===== src/rtl/ad7928_spi_emulator.sv =====
`default_nettype none
// ---------------------------------------------------------------------------
// ad7928_spi_emulator : SPI slave that mimics an AD7928 8-channel, 12-bit ADC
// Revision 1.0 : initial release
// ---------------------------------------------------------------------------
module ad7928_spi_emulator #(
  parameter int         SYNC_STAGES = 2,
  parameter logic [2:0] RST_ADDR    = 3'd0
) (
  input  logic        clk_50m,
  input  logic        rstn,
  input  logic        spi_ss,
  input  logic        spi_sck,
  input  logic        spi_mosi,
  output logic        spi_miso,
  input  logic [95:0] ch_data_i,
  output logic [11:0] ctrl_word_o,
  output logic [2:0]  cur_addr_o,
  output logic        frame_done_o,
  output logic        frame_err_o
);

  typedef enum logic [1:0] {
    IDLE    = 2'd0,
    SHIFT   = 2'd1,
    OVERRUN = 2'd2
  } state_t;

  logic [SYNC_STAGES-1:0] ss_sync_q, ss_sync_d;
  logic [SYNC_STAGES-1:0] sck_sync_q, sck_sync_d;
  logic [SYNC_STAGES-1:0] mosi_sync_q, mosi_sync_d;
  logic                   ss_prev_q, sck_prev_q;

  state_t      state_q, state_d;
  logic [15:0] tx_sr_q, tx_sr_d;
  logic [15:0] rx_sr_q, rx_sr_d;
  logic [4:0]  bit_cnt_q, bit_cnt_d;
  logic [11:0] ctrl_word_q, ctrl_word_d;
  logic [2:0]  cur_addr_q, cur_addr_d;
  logic        miso_q, miso_d;
  logic        done_q, done_d;
  logic        err_q, err_d;

  logic        ss_s, sck_s, mosi_s;
  logic        ss_fall, ss_rise, sck_fall;
  logic [11:0] ch_sel;

  generate
    if (SYNC_STAGES > 1) begin : g_sync_multi
      assign ss_sync_d   = {ss_sync_q[SYNC_STAGES-2:0], spi_ss};
      assign sck_sync_d  = {sck_sync_q[SYNC_STAGES-2:0], spi_sck};
      assign mosi_sync_d = {mosi_sync_q[SYNC_STAGES-2:0], spi_mosi};
    end else begin : g_sync_single
      assign ss_sync_d   = spi_ss;
      assign sck_sync_d  = spi_sck;
      assign mosi_sync_d = spi_mosi;
    end
  endgenerate

  assign ss_s     = ss_sync_q[SYNC_STAGES-1];
  assign sck_s    = sck_sync_q[SYNC_STAGES-1];
  assign mosi_s   = mosi_sync_q[SYNC_STAGES-1];
  assign ss_fall  = ss_prev_q & ~ss_s;
  assign ss_rise  = ~ss_prev_q & ss_s;
  assign sck_fall = sck_prev_q & ~sck_s;

  always_comb begin
    ch_sel = 12'h000;
    for (int n = 0; n < 8; n++) begin
      if (cur_addr_q == 3'(n)) ch_sel = ch_data_i[12*n +: 12];
    end
  end

  always_comb begin
    state_d     = state_q;
    tx_sr_d     = tx_sr_q;
    rx_sr_d     = rx_sr_q;
    bit_cnt_d   = bit_cnt_q;
    ctrl_word_d = ctrl_word_q;
    cur_addr_d  = cur_addr_q;
    done_d      = 1'b0;
    err_d       = 1'b0;

    // A rise in IDLE never had a matching fall, so it is not a frame.
    if (ss_rise) begin
      state_d = IDLE;
      if (state_q == SHIFT && bit_cnt_q == 5'd16) begin
        done_d = 1'b1;
        if (rx_sr_q[15]) begin
          ctrl_word_d = rx_sr_q[15:4];
          cur_addr_d  = rx_sr_q[12:10];
        end
      end else if (state_q != IDLE) begin
        err_d = 1'b1;
      end
    end else begin
      case (state_q)
        IDLE: begin
          if (ss_fall) begin
            tx_sr_d   = {1'b0, cur_addr_q, ch_sel};
            rx_sr_d   = 16'h0000;
            bit_cnt_d = 5'd0;
            state_d   = SHIFT;
          end
        end
        SHIFT: begin
          if (sck_fall && !ss_s) begin
            if (bit_cnt_q == 5'd16) begin
              state_d = OVERRUN;
            end else begin
              rx_sr_d   = {rx_sr_q[14:0], mosi_s};
              tx_sr_d   = {tx_sr_q[14:0], 1'b0};
              bit_cnt_d = bit_cnt_q + 5'd1;
            end
          end
        end
        default: ;
      endcase
    end

    miso_d = (state_d == SHIFT) ? tx_sr_d[15] : 1'b0;
  end

  always_ff @(posedge clk_50m or negedge rstn) begin
    if (!rstn) begin
      ss_sync_q   <= '1;
      sck_sync_q  <= '1;
      mosi_sync_q <= '0;
      ss_prev_q   <= 1'b1;
      sck_prev_q  <= 1'b1;
      state_q     <= IDLE;
      tx_sr_q     <= 16'h0000;
      rx_sr_q     <= 16'h0000;
      bit_cnt_q   <= 5'd0;
      ctrl_word_q <= 12'h000;
      cur_addr_q  <= RST_ADDR;
      miso_q      <= 1'b0;
      done_q      <= 1'b0;
      err_q       <= 1'b0;
    end else begin
      ss_sync_q   <= ss_sync_d;
      sck_sync_q  <= sck_sync_d;
      mosi_sync_q <= mosi_sync_d;
      ss_prev_q   <= ss_s;
      sck_prev_q  <= sck_s;
      state_q     <= state_d;
      tx_sr_q     <= tx_sr_d;
      rx_sr_q     <= rx_sr_d;
      bit_cnt_q   <= bit_cnt_d;
      ctrl_word_q <= ctrl_word_d;
      cur_addr_q  <= cur_addr_d;
      miso_q      <= miso_d;
      done_q      <= done_d;
      err_q       <= err_d;
    end
  end

  assign spi_miso     = miso_q;
  assign ctrl_word_o  = ctrl_word_q;
  assign cur_addr_o   = cur_addr_q;
  assign frame_done_o = done_q;
  assign frame_err_o  = err_q;

endmodule
`default_nettype wire

===== config.mk =====
export PLATFORM = sky130hd
export DESIGN_NAME = ad7928_spi_emulator
export DESIGN_NICKNAME = d
export VERILOG_FILES = /design/src/rtl/ad7928_spi_emulator.sv
export SDC_FILE = /design/constraint.sdc
export NUM_CORES = 1
export LEC_CHECK = 0
export CAP_MARGIN = 20
export CORE_MARGIN = 3
export CORE_UTILIZATION = 40
export DETAILED_ROUTE_END_ITERATION = 12
export HOLD_SLACK_MARGIN = 0.08
export PLACE_DENSITY_LB_ADDON = 0.08
export SLEW_MARGIN = 20
export SYNTH_ARGS = -nofsm -noshare
export SYNTH_HDL_FRONTEND = slang
export SYNTH_SLANG_ARGS = --single-unit

===== constraint.sdc =====
create_clock -name clk_50m -period 2.4 [get_ports clk_50m]
set_clock_uncertainty 0.05 [all_clocks]
set_input_delay 0.48 -clock clk_50m [delete_from_list [all_inputs] [get_ports clk_50m]]
set_output_delay 0.48 -clock clk_50m [all_outputs]
set_load 0.02 [all_outputs]

==> results.toml, run 1 <==
[setup_path]
timing.critical_path.slowest_cell_delay_ns = 0.71
reg2reg_depth = 7
cp_cell_sequence = "clkdlybuf4s50_1"
critical-path-top-delay-family = "buffers and inverters"
critPathRequiredTime_ns = 1.87
critical_path.slowest_cell = "clkdlybuf4s50_1"
critPathBufInv = 1
reg2reg_setup_slack_ns = 0.21
critical_path.endpoint_type = "output port"
cp-start-kind = "flip-flop"
path_max_fanout = 14
regToRegStartpoint = "bit_cnt_q[0]$_DFFE_PN0P_"
cp_data_arrival_time_ns = 1.74
worstSetupPathType = "reg -> out"
worst_r2r_dst = "tx_sr_q[3]$_DFFE_PN0P_"

[clock_network]
cts.repair_timing.setup_buffer_count = 0
cts_max_level = 3
cts_hold_buffers = 0
cts_made_buffers = 9
cts_tree = "yes"
cts_repair_resize_count = 0
root_buffer = "clkbuf_8"
numClockSinks = 62
clk_pin_slew_worst_paths_ns = 0.07
clock_path_buffers = 2
clkLatencyLatePin_ns = 0.34

[grt]
grt_max_degree = 44
gr_util_all_layers_pct = 21.1
number_of_antenna_violations_at_the_first_check_in_global_routing = 0
grt_first_pass_wirelength_mm = 14.8
grt_pass1_vias = 2885
globalRouteOverflowTotal = 0

[final_layout]
final_util_pct = 61.3
layout.filler_cells = 692
finalNetCount = 503
final_area_um2 = 4810
final_cell_mix = "117 x clkdlybuf4s50_1, 56 x dfrtp_1, 24 x mux2_2"
leading_cell_type_in_the_layout_fill_and_taps_excluded = "clkdlybuf4s50_1"
insertedDiodeCount = 0
post_layout_nonfiller_instances = 507
final_layout_size_suffix_gt1_share_pct = 18.0
synthToLayoutAreaGrowth_pct = 47.1

[sta]
min_period_over_period_pct = 94.8
final-hold-violation-count = 0
post-route-min-period_ns = 2.27
maxSlewViolCount = 0
slew-limit-headroom_pct = 54.2
setup-tns-final_ns = 0
rsz0062_at_grt = "false"
setup-violations-final = 0
clock.fmax_mhz = 440
layout_setup_ws_ns = 0.125
finalHoldWorstSlack_ns = 0.132
tightest_slew_ns = 0.687

[power]
cellInternalPower_mw = 1.90
power.ir.vdd_worst_mv = 0.319
power.density_cell_area_nw_per_um2 = 523
power.sequential.fraction_pct = 47.5
cellLeakagePower_nw = 1.95
clock_power_share_pct = 37.1
comb_power_share_pct = 15.4
finalPower_mw = 2.51
net_switching_power_of_the_design_mw = 0.617
sw_frac_of_total_pct = 24.5

[outcome]
outcome = "finished, final reports clean"

[place]
dpl_cell_area_um2 = 4600
hpwlAfterDp_mm = 6.88
buffer_ports.inserted = 118
gp_routability_congestion = 0.776
placed_cells_incl_taps = 491
place_worst_setup_slack_ns = 0.254

[hold_path]
worst_hold_path_type = "in -> async"

[logic_synthesis]
synthesis.nets = 387
synth_edf_count = 0
synth_seq_area_share_pct = 47.7
syn-mean-instance-area_um2 = 11.5
total_of_warnings_raised_by_yosys = 0
post_synth_instance_area_um2 = 3270
synthesis.instances = 284
ys_dominant_reg_cell = "dfrtp_1"
ys_seq_elements = 62
post_synth_num_cell_types = 46
postSynth.asyncResetShare_pct = 100

[die]
core_um2 = 7850
dieWidth_um = 96.4
floorplan.die.height_um = 96.4
initial_core_util_pct = 41.7
floorplan.rows = 32
ioPinCount = 119
fp.dieArea_um2 = 9290

[drt]
avgRoutedWirePerCell_um = 18.5
drc = 0
sum_of_routed_wire_length_over_all_layers_mm = 9.36
routed_via_density = 5.62
drt_first_iter_violations = 180
drt-pass1-iter-count = 4
antenna_left = 0
vias = 2849

[run]
cap_viol_max_count = 0
## per-layer routing
metal | vias to the layer above | track usage [%] | wire [um]
li1 | 1338 | - | -
met1 | 1415 | 27.0 | 4010
met2 | 90 | 35.1 | 4640
met3 | 6 | 7.13 | 646
met4 | 0 | 4.21 | 61
met5 | - | 0 | 0
## cell usage after synthesis, drive strengths merged (2+ instances only)
master,count,area [um2]
mux2i,9,90.1
nand3,4,20.0
o31ai,3,22.5
a21oi,12,60.1
a211oi,4,30.0
and3,2,12.5
clkbuf,15,56.3
nand2b,5,31.3
dfstp,6,158
dfrtp,56,1400
or4,3,22.5
nand3b,3,22.5
a221o,8,80.1
o21ai,16,80.1
a21o,3,22.5
mux2,24,270
nand2,16,60.1
nor2,8,30.0
mux4,8,180
ha,2,25.0
o211ai,5,37.5
o41ai,2,17.5
o22a,2,17.5
a32oi,2,17.5
buf,11,58.8
nor4,2,18.8
inv,7,26.3
a22o,21,184
o22ai,3,18.8
o221ai,9,78.8
or3b,2,20.0
## area by class of cell
| class | instances | area, um2 | share of cell area (%) |
|---|---|---|---|
| inverters | 7 | 26.3 | 0.546 |
| multi-input cells | 189 | 1580 | 32.8 |
| repair buffers | 131 | 1310 | 27.3 |
| flip-flops and latches | 62 | 1560 | 32.4 |
| well taps | 102 | 128 | 2.65 |
| clock inverters | 6 | 68.8 | 1.43 |
| clock buffers | 10 | 138 | 2.86 |
## state kept, by name (all words and copies together) (netlist names)
register      flops
frame_done_o      1
tx_sr_q          16
ss_prev_q         1
sck_prev_q        1
mosi_sync_q       2
state_q           2
bit_cnt_q         5
ctrl_word_o      12
spi_miso          1
sck_sync_q        2
frame_err_o       1
ss_sync_q         2
rx_sr_q          16
## power groups by stage
| stage | sequential, mW | clock [mW] | combinational, mW |
|---|---|---|---|
| 2_1_floorplan | 1.19 | 0 | 0.164 |
| 3_3_place_gp | 1.21 | 0 | 0.378 |
| 3_5_place_dp | 1.21 | 0 | 0.387 |
| 4_1_cts | 1.19 | 0.958 | 0.390 |
| 5_1_grt | 1.20 | 1.02 | 0.424 |
| 6_report | 1.19 | 0.933 | 0.386 |
## cells by family (layout without fill, tap and decap cells)
family	Yosys count	after routing	share of synthesized area [%]
compound gates	94	94	21.5
simple gates	52	52	9.22
fa+ha+maj	2	2	0.765
mux	41	41	16.5
flops	62	62	47.7
buf+inv	33	154	4.32
## how the worst max path moves through the flow
| stage | startpoint | endpoint | cells after the start |
|---|---|---|---|
| final | ctrl_word_o[8]$_DFFE_PN0P_ | ctrl_word_o[8] | 1 |
| after global routing | ctrl_word_o[8]$_DFFE_PN0P_ | cur_addr_o[2] | 1 |
| after CTS | ctrl_word_o[8]$_DFFE_PN0P_ | ctrl_word_o[8] | 1 |
| after detailed placement | bit_cnt_q[0]$_DFFE_PN0P_ | tx_sr_q[3]$_DFFE_PN0P_ | 7 |
| after global placement | bit_cnt_q[0]$_DFFE_PN0P_ | tx_sr_q[9]$_DFFE_PN0P_ | 7 |
| after floorplan | sck_prev_q$_DFF_PN1_ | tx_sr_q[6]$_DFFE_PN0P_ | 5 |
Note: power is estimated with default switching activity, not from simulation.
==> inputs of run 2 (changes only) <==
- PLACE_DENSITY: unset -> 0.73
- PLACE_DENSITY_LB_ADDON: 0.08 -> unset
==> results.toml, run 2 (synthesized netlist as in run 1, its figures left out) <==
[grt]
globalRouteOverflowTotal = 0
number_of_antenna_violations_at_the_first_check_in_global_routing = 0
grt_pass1_vias = 2785
grt_max_degree = 31
grt_first_pass_wirelength_mm = 14.7
gr_util_all_layers_pct = 21.3

[sta]
tightest_slew_ns = 0.542
final-hold-violation-count = 0
post-route-min-period_ns = 2.26
setup-violations-final = 0
rsz0062_at_grt = "false"
slew-limit-headroom_pct = 63.7
min_period_over_period_pct = 94.3
setup-tns-final_ns = 0
maxSlewViolCount = 0
clock.fmax_mhz = 442
layout_setup_ws_ns = 0.137

[die]
dieWidth_um = 96.4
initial_core_util_pct = 41.7
ioPinCount = 119
floorplan.die.height_um = 96.4
floorplan.rows = 32
fp.dieArea_um2 = 9290
core_um2 = 7850

[setup_path]
cp_cell_sequence = "clkdlybuf4s50_1"
cp_data_arrival_time_ns = 1.73
cp-start-kind = "flip-flop"
critical-path-top-delay-family = "buffers and inverters"
worstSetupPathType = "reg -> out"
critPathRequiredTime_ns = 1.87
timing.critical_path.slowest_cell_delay_ns = 0.71
critical_path.slowest_cell = "clkdlybuf4s50_1"
critical_path.endpoint_type = "output port"
path_max_fanout = 13
critPathBufInv = 1

[hold_path]
worst_hold_path_type = "reg -> reg"

[place]
gp_routability_congestion = 0.827
hpwlAfterDp_mm = 7.13
buffer_ports.inserted = 118
placed_cells_incl_taps = 495
place_worst_setup_slack_ns = 0.167

[final_layout]
final_util_pct = 61.3
insertedDiodeCount = 0
final_layout_size_suffix_gt1_share_pct = 17.8
final_cell_mix = "117 x clkdlybuf4s50_1, 56 x dfrtp_1, 24 x mux2_2"
leading_cell_type_in_the_layout_fill_and_taps_excluded = "clkdlybuf4s50_1"
area.sequential_um2 = 1560
synthToLayoutAreaGrowth_pct = 47.2
layout.filler_cells = 667
post_layout_nonfiller_instances = 512
finalNetCount = 508
multi_input_gate_area_um2 = 1580

[clock_network]
clk_pin_slew_worst_paths_ns = 0.06
clkLatencyLatePin_ns = 0.34
cts_max_level = 3
cts_made_buffers = 9
root_buffer = "clkbuf_8"
cts_tree = "yes"
cts_repair_resize_count = 0
numClockSinks = 62
clock_path_buffers = 2

[drt]
drc = 0
drt-pass1-iter-count = 4
avgRoutedWirePerCell_um = 18.4
drt_first_iter_violations = 212
vias = 2822
sum_of_routed_wire_length_over_all_layers_mm = 9.41
routed_via_density = 5.51
antenna_left = 0

[power]
cellLeakagePower_nw = 1.96
power.density_cell_area_nw_per_um2 = 518
power.ir.vdd_worst_mv = 0.476
finalPower_mw = 2.49

[run]
cap_viol_max_count = 0

[outcome]
outcome = "finished, final reports clean"
==> run 2: cell types whose count changed in the layout (fill, tap and decap cells not counted), sizes merged <==
cell / before / now
clkinvlp: 1 / 0
clkbuf: 10 / 15
dlygate4sd3: 0 / 1
buf: 14 / 18
inv: 8 / 7
clkinv: 3 / 0
==> run 2: final cells by class <==
type	count	share of cell area (%)
multi-input combinational	189	32.8
sequential	62	32.4
timing repair buffer	136	27.6
clock buffer	15	3.46
tap	102	2.65
clock inverter	1	0.624
inverter	7	0.546
==> run 2: final timing paths <==
check                      cells past startpoint                         end  slack [ns]                  startpoint
setup / recovery                               1              ctrl_word_o[7]        0.14  ctrl_word_o[7]$_DFFE_PN0P_
hold / removal                                 0      ss_sync_q[1]$_DFF_PN1_        0.31      ss_sync_q[0]$_DFF_PN1_
setup reg to reg                               7      tx_sr_q[2]$_DFFE_PN0P_        0.16    bit_cnt_q[0]$_DFFE_PN0P_
hold reg to reg                                0      ss_sync_q[1]$_DFF_PN1_        0.31      ss_sync_q[0]$_DFF_PN1_
max in group asynchronous                      3  ctrl_word_o[1]$_DFFE_PN0P_        1.03                        rstn
min in group asynchronous                      2      tx_sr_q[4]$_DFFE_PN0P_        0.55                        rstn
==> run 2: report_power, final <==
part           internal [mW]  leakage [nW]  total [mW]  switching [mW]
clock network          0.539        0.0979       0.914           0.375
logic                  0.254          1.04       0.386           0.133
registers               1.13         0.817        1.19          0.0606
==> run 2: metrics by stage <==
| step | hold slack (ns) | instance area, um2 |
|---|---|---|
| final | 0.307 | 4810 |
| after CTS | 0.308 | 4810 |
| after detailed placement | 0.293 | 4610 |
| after floorplan | 0.134 | 3270 |
| after global routing | 0.312 | 4810 |
| after global placement | 0.290 | 4610 |
==> run 2: what timing repair did <==
item / CTS / global route
setup buffers: 0 / 0
hold buffers: 1 / 0
hold endpoints to repair: 16 / 0
==> run 2: layer usage <==
metal	global-route usage [%]	routed length [um]	vias up
li1	-	-	1345
met1	28.7	4200	1398
met2	35.2	4710	71
met3	5.58	401	8
met4	4.09	98	0
met5	0	0	-
==> inputs of run 3 (changes only) <==
- ABC_AREA: unset -> 1
- CELL_PAD_IN_SITES_DETAIL_PLACEMENT: unset -> 1
- CELL_PAD_IN_SITES_GLOBAL_PLACEMENT: unset -> 2
- CORE_UTILIZATION: 40 -> 25
- CTS_CLUSTER_DIAMETER: unset -> 40
- PLACE_DENSITY: 0.73 -> unset
- PLACE_DENSITY_LB_ADDON: unset -> 0.1
==> results.toml, run 3 <==
[drt]
drt-pass1-iter-count = 4
antenna_left = 0
vias = 3246
drt_first_iter_violations = 123
routed_via_density = 4.36
drc = 0
sum_of_routed_wire_length_over_all_layers_mm = 11.2
avgRoutedWirePerCell_um = 15.0

[die]
fp.dieArea_um2 = 15100
floorplan.rows = 42
core_um2 = 13300
initial_core_util_pct = 25.6
dieWidth_um = 123
floorplan.die.height_um = 123
ioPinCount = 119

[setup_path]
critPathBufInv = 1
critical_path.endpoint_type = "output port"
path_max_fanout = 11
critical-path-top-delay-family = "buffers and inverters"
cp_data_arrival_time_ns = 1.69
timing.critical_path.slowest_cell_delay_ns = 0.71
cp-start-kind = "flip-flop"
critical_path.slowest_cell = "clkdlybuf4s50_1"
cp_cell_sequence = "clkdlybuf4s50_1"
critPathRequiredTime_ns = 1.87
worstSetupPathType = "reg -> out"

[logic_synthesis]
total_of_warnings_raised_by_yosys = 0
synth_seq_area_share_pct = 45.8
ys_seq_elements = 62
post_synth_instance_area_um2 = 3400
synthDominantAreaCellType = "dfrtp_1"
synth_common_cells = "139 x nand2_1, 56 x dfrtp_1, 52 x nor2_1"
ys_dominant_reg_cell = "dfrtp_1"
synthesized_area_fraction_occupied_by_ao_oa_aoi_and_oai_cells_pct = 9.48
synth_top_family_by_area = "simple AND/OR/NAND/NOR gates"
postSynth.asyncResetShare_pct = 100
synthesis.nets = 550
post_synth_num_cell_types = 32
synth.area.mux_share_pct = 0
synthesis.instances = 447
synth_simple_gate_area_share_pct = 33.7
synth.most_common_cell = "nand2_1"
synth_edf_count = 0
syn-mean-instance-area_um2 = 7.62
synth_adder_area_share_pct = 0.735
yosys.area.top_type_share_pct = 41.2
leading_post_synthesis_cells_by_cell_area = "dfrtp_1 41%, nand2_1 15%, nor2_1 5.7%, inv_1 5.0%, dfstp_2 4.6%"
post_synth_xor_area_fraction_pct = 0.257

[power]
net_switching_power_of_the_design_mw = 0.674
cellInternalPower_mw = 2.37
clock_power_share_pct = 47.6
sw_frac_of_total_pct = 22.2
power.ir.vdd_worst_mv = 0.396
power.sequential.fraction_pct = 38.7
finalPower_mw = 3.04
comb_power_share_pct = 13.7
cellLeakagePower_nw = 2.25
power.density_cell_area_nw_per_um2 = 601

[final_layout]
finalNetCount = 667
insertedDiodeCount = 0
final_cell_mix = "139 x nand2_1, 117 x clkdlybuf4s50_1, 56 x dfrtp_1"
post_layout_nonfiller_instances = 745
leading_cell_type_in_the_layout_fill_and_taps_excluded = "nand2_1"
layout.filler_cells = 1609
synthToLayoutAreaGrowth_pct = 48.7
final_layout_size_suffix_gt1_share_pct = 12.3

[clock_network]
cts_tree = "yes"
cts.repair_timing.setup_buffer_count = 0
clkLatencyLatePin_ns = 0.32
clk_pin_slew_worst_paths_ns = 0.05
cts_made_buffers = 9
cts_hold_buffers = 0
cts_repair_resize_count = 0
root_buffer = "clkbuf_16"
cts_max_level = 3
numClockSinks = 62
clock_path_buffers = 2

[sta]
clock.fmax_mhz = 450
rsz0062_at_grt = "false"
setup-tns-final_ns = 0
min_period_over_period_pct = 92.6
maxSlewViolCount = 0
post-route-min-period_ns = 2.22
setup-violations-final = 0
tightest_slew_ns = 0.527
slew-limit-headroom_pct = 64.7
final-hold-violation-count = 0

[place]
buffer_ports.inserted = 118
hpwlAfterDp_mm = 8.63
gp_routability_congestion = 0.776
placed_cells_incl_taps = 729

[grt]
grt_max_degree = 63
grt_pass1_vias = 3427
globalRouteOverflowTotal = 0
number_of_antenna_violations_at_the_first_check_in_global_routing = 0
gr_util_all_layers_pct = 15.2
grt_first_pass_wirelength_mm = 17.7

[run]
cap_viol_max_count = 0

[outcome]
outcome = "finished, final reports clean"

[hold_path]
worst_hold_path_type = "in -> async"
==> run 3: cell types whose count changed after synthesis, moves of 21 or more <==
cell / before / now
inv_1: 7 / 45
mux2_2: 24 / 0
a22o_1: 21 / 0
nor2_1: 8 / 52
nand3_1: 4 / 28
nand2_1: 16 / 139
==> run 3: area by class of cell <==
type	count	area, um2	area share (%)
Tap cell	176	220	4.35
Clock inverter	4	95.1	1.88
Timing Repair Buffer	123	1230	24.2
Multi-Input combinational cell	309	1500	29.7
Sequential cell	62	1560	30.8
Clock buffer	12	236	4.67
Inverter	59	224	4.42
==> run 3: layer usage <==
layer / vias to the layer above / track usage (%) / routed length [um] / part of all wire, %
met4: 0 / 4.48 / 116 / 1.0
met5: - / 0 / 0 / 0
met2: 87 / 25.1 / 5040 / 45
met1: 1501 / 19.2 / 5170 / 46
met3: 7 / 4.61 / 827 / 7.4
li1: 1651 / - / - / -
==> run 3: stage by stage <==
step	hold WS [ns]	setup slack (ns)	util, %	instance area (um2)
after floorplan	0.134	0.821	-	3400
after global placement	0.290	0.462	35.6	4730
after detailed placement	0.297	0.403	35.6	4730
after CTS	0.126	0.137	38.1	5060
after global routing	0.124	0.0938	38.1	5060
final	0.110	0.177	38.1	5060
==> run 3: power by group through the flow <==
stage	clock, mW	combinational, mW	sequential, mW
floorplan	0	0.180	1.18
global placement	0	0.420	1.19
detailed placement	0	0.422	1.19
CTS	1.49	0.426	1.18
global route	1.55	0.466	1.19
finish	1.45	0.416	1.18
==> run 3: cells by family after synthesis <==
kind of cell | Yosys count
xor+xnor | 1
simple gates | 256
flops | 62
fa+ha+maj | 2
buf+inv | 76
compound gates | 50
==> run 3: path summary, 6_finish.rpt <==
check / from / depth (start not counted) / endpoint / slack, ns
hold / removal: rstn / 2 / tx_sr_q[6]$_DFFE_PN0P_ / 0.11
setup reg to reg: ctrl_word_o[8]$_DFFE_PN0P_ / 9 / tx_sr_q[9]$_DFFE_PN0P_ / 0.46
max in group asynchronous: rstn / 2 / ss_sync_q[0]$_DFF_PN1_ / 1.88
min in group clk_50m: sck_sync_q[0]$_DFF_PN1_ / 0 / sck_sync_q[1]$_DFF_PN1_ / 0.30
setup / recovery: ctrl_word_o[8]$_DFFE_PN0P_ / 1 / ctrl_word_o[8] / 0.18
hold reg to reg: sck_sync_q[0]$_DFF_PN1_ / 0 / sck_sync_q[1]$_DFF_PN1_ / 0.30
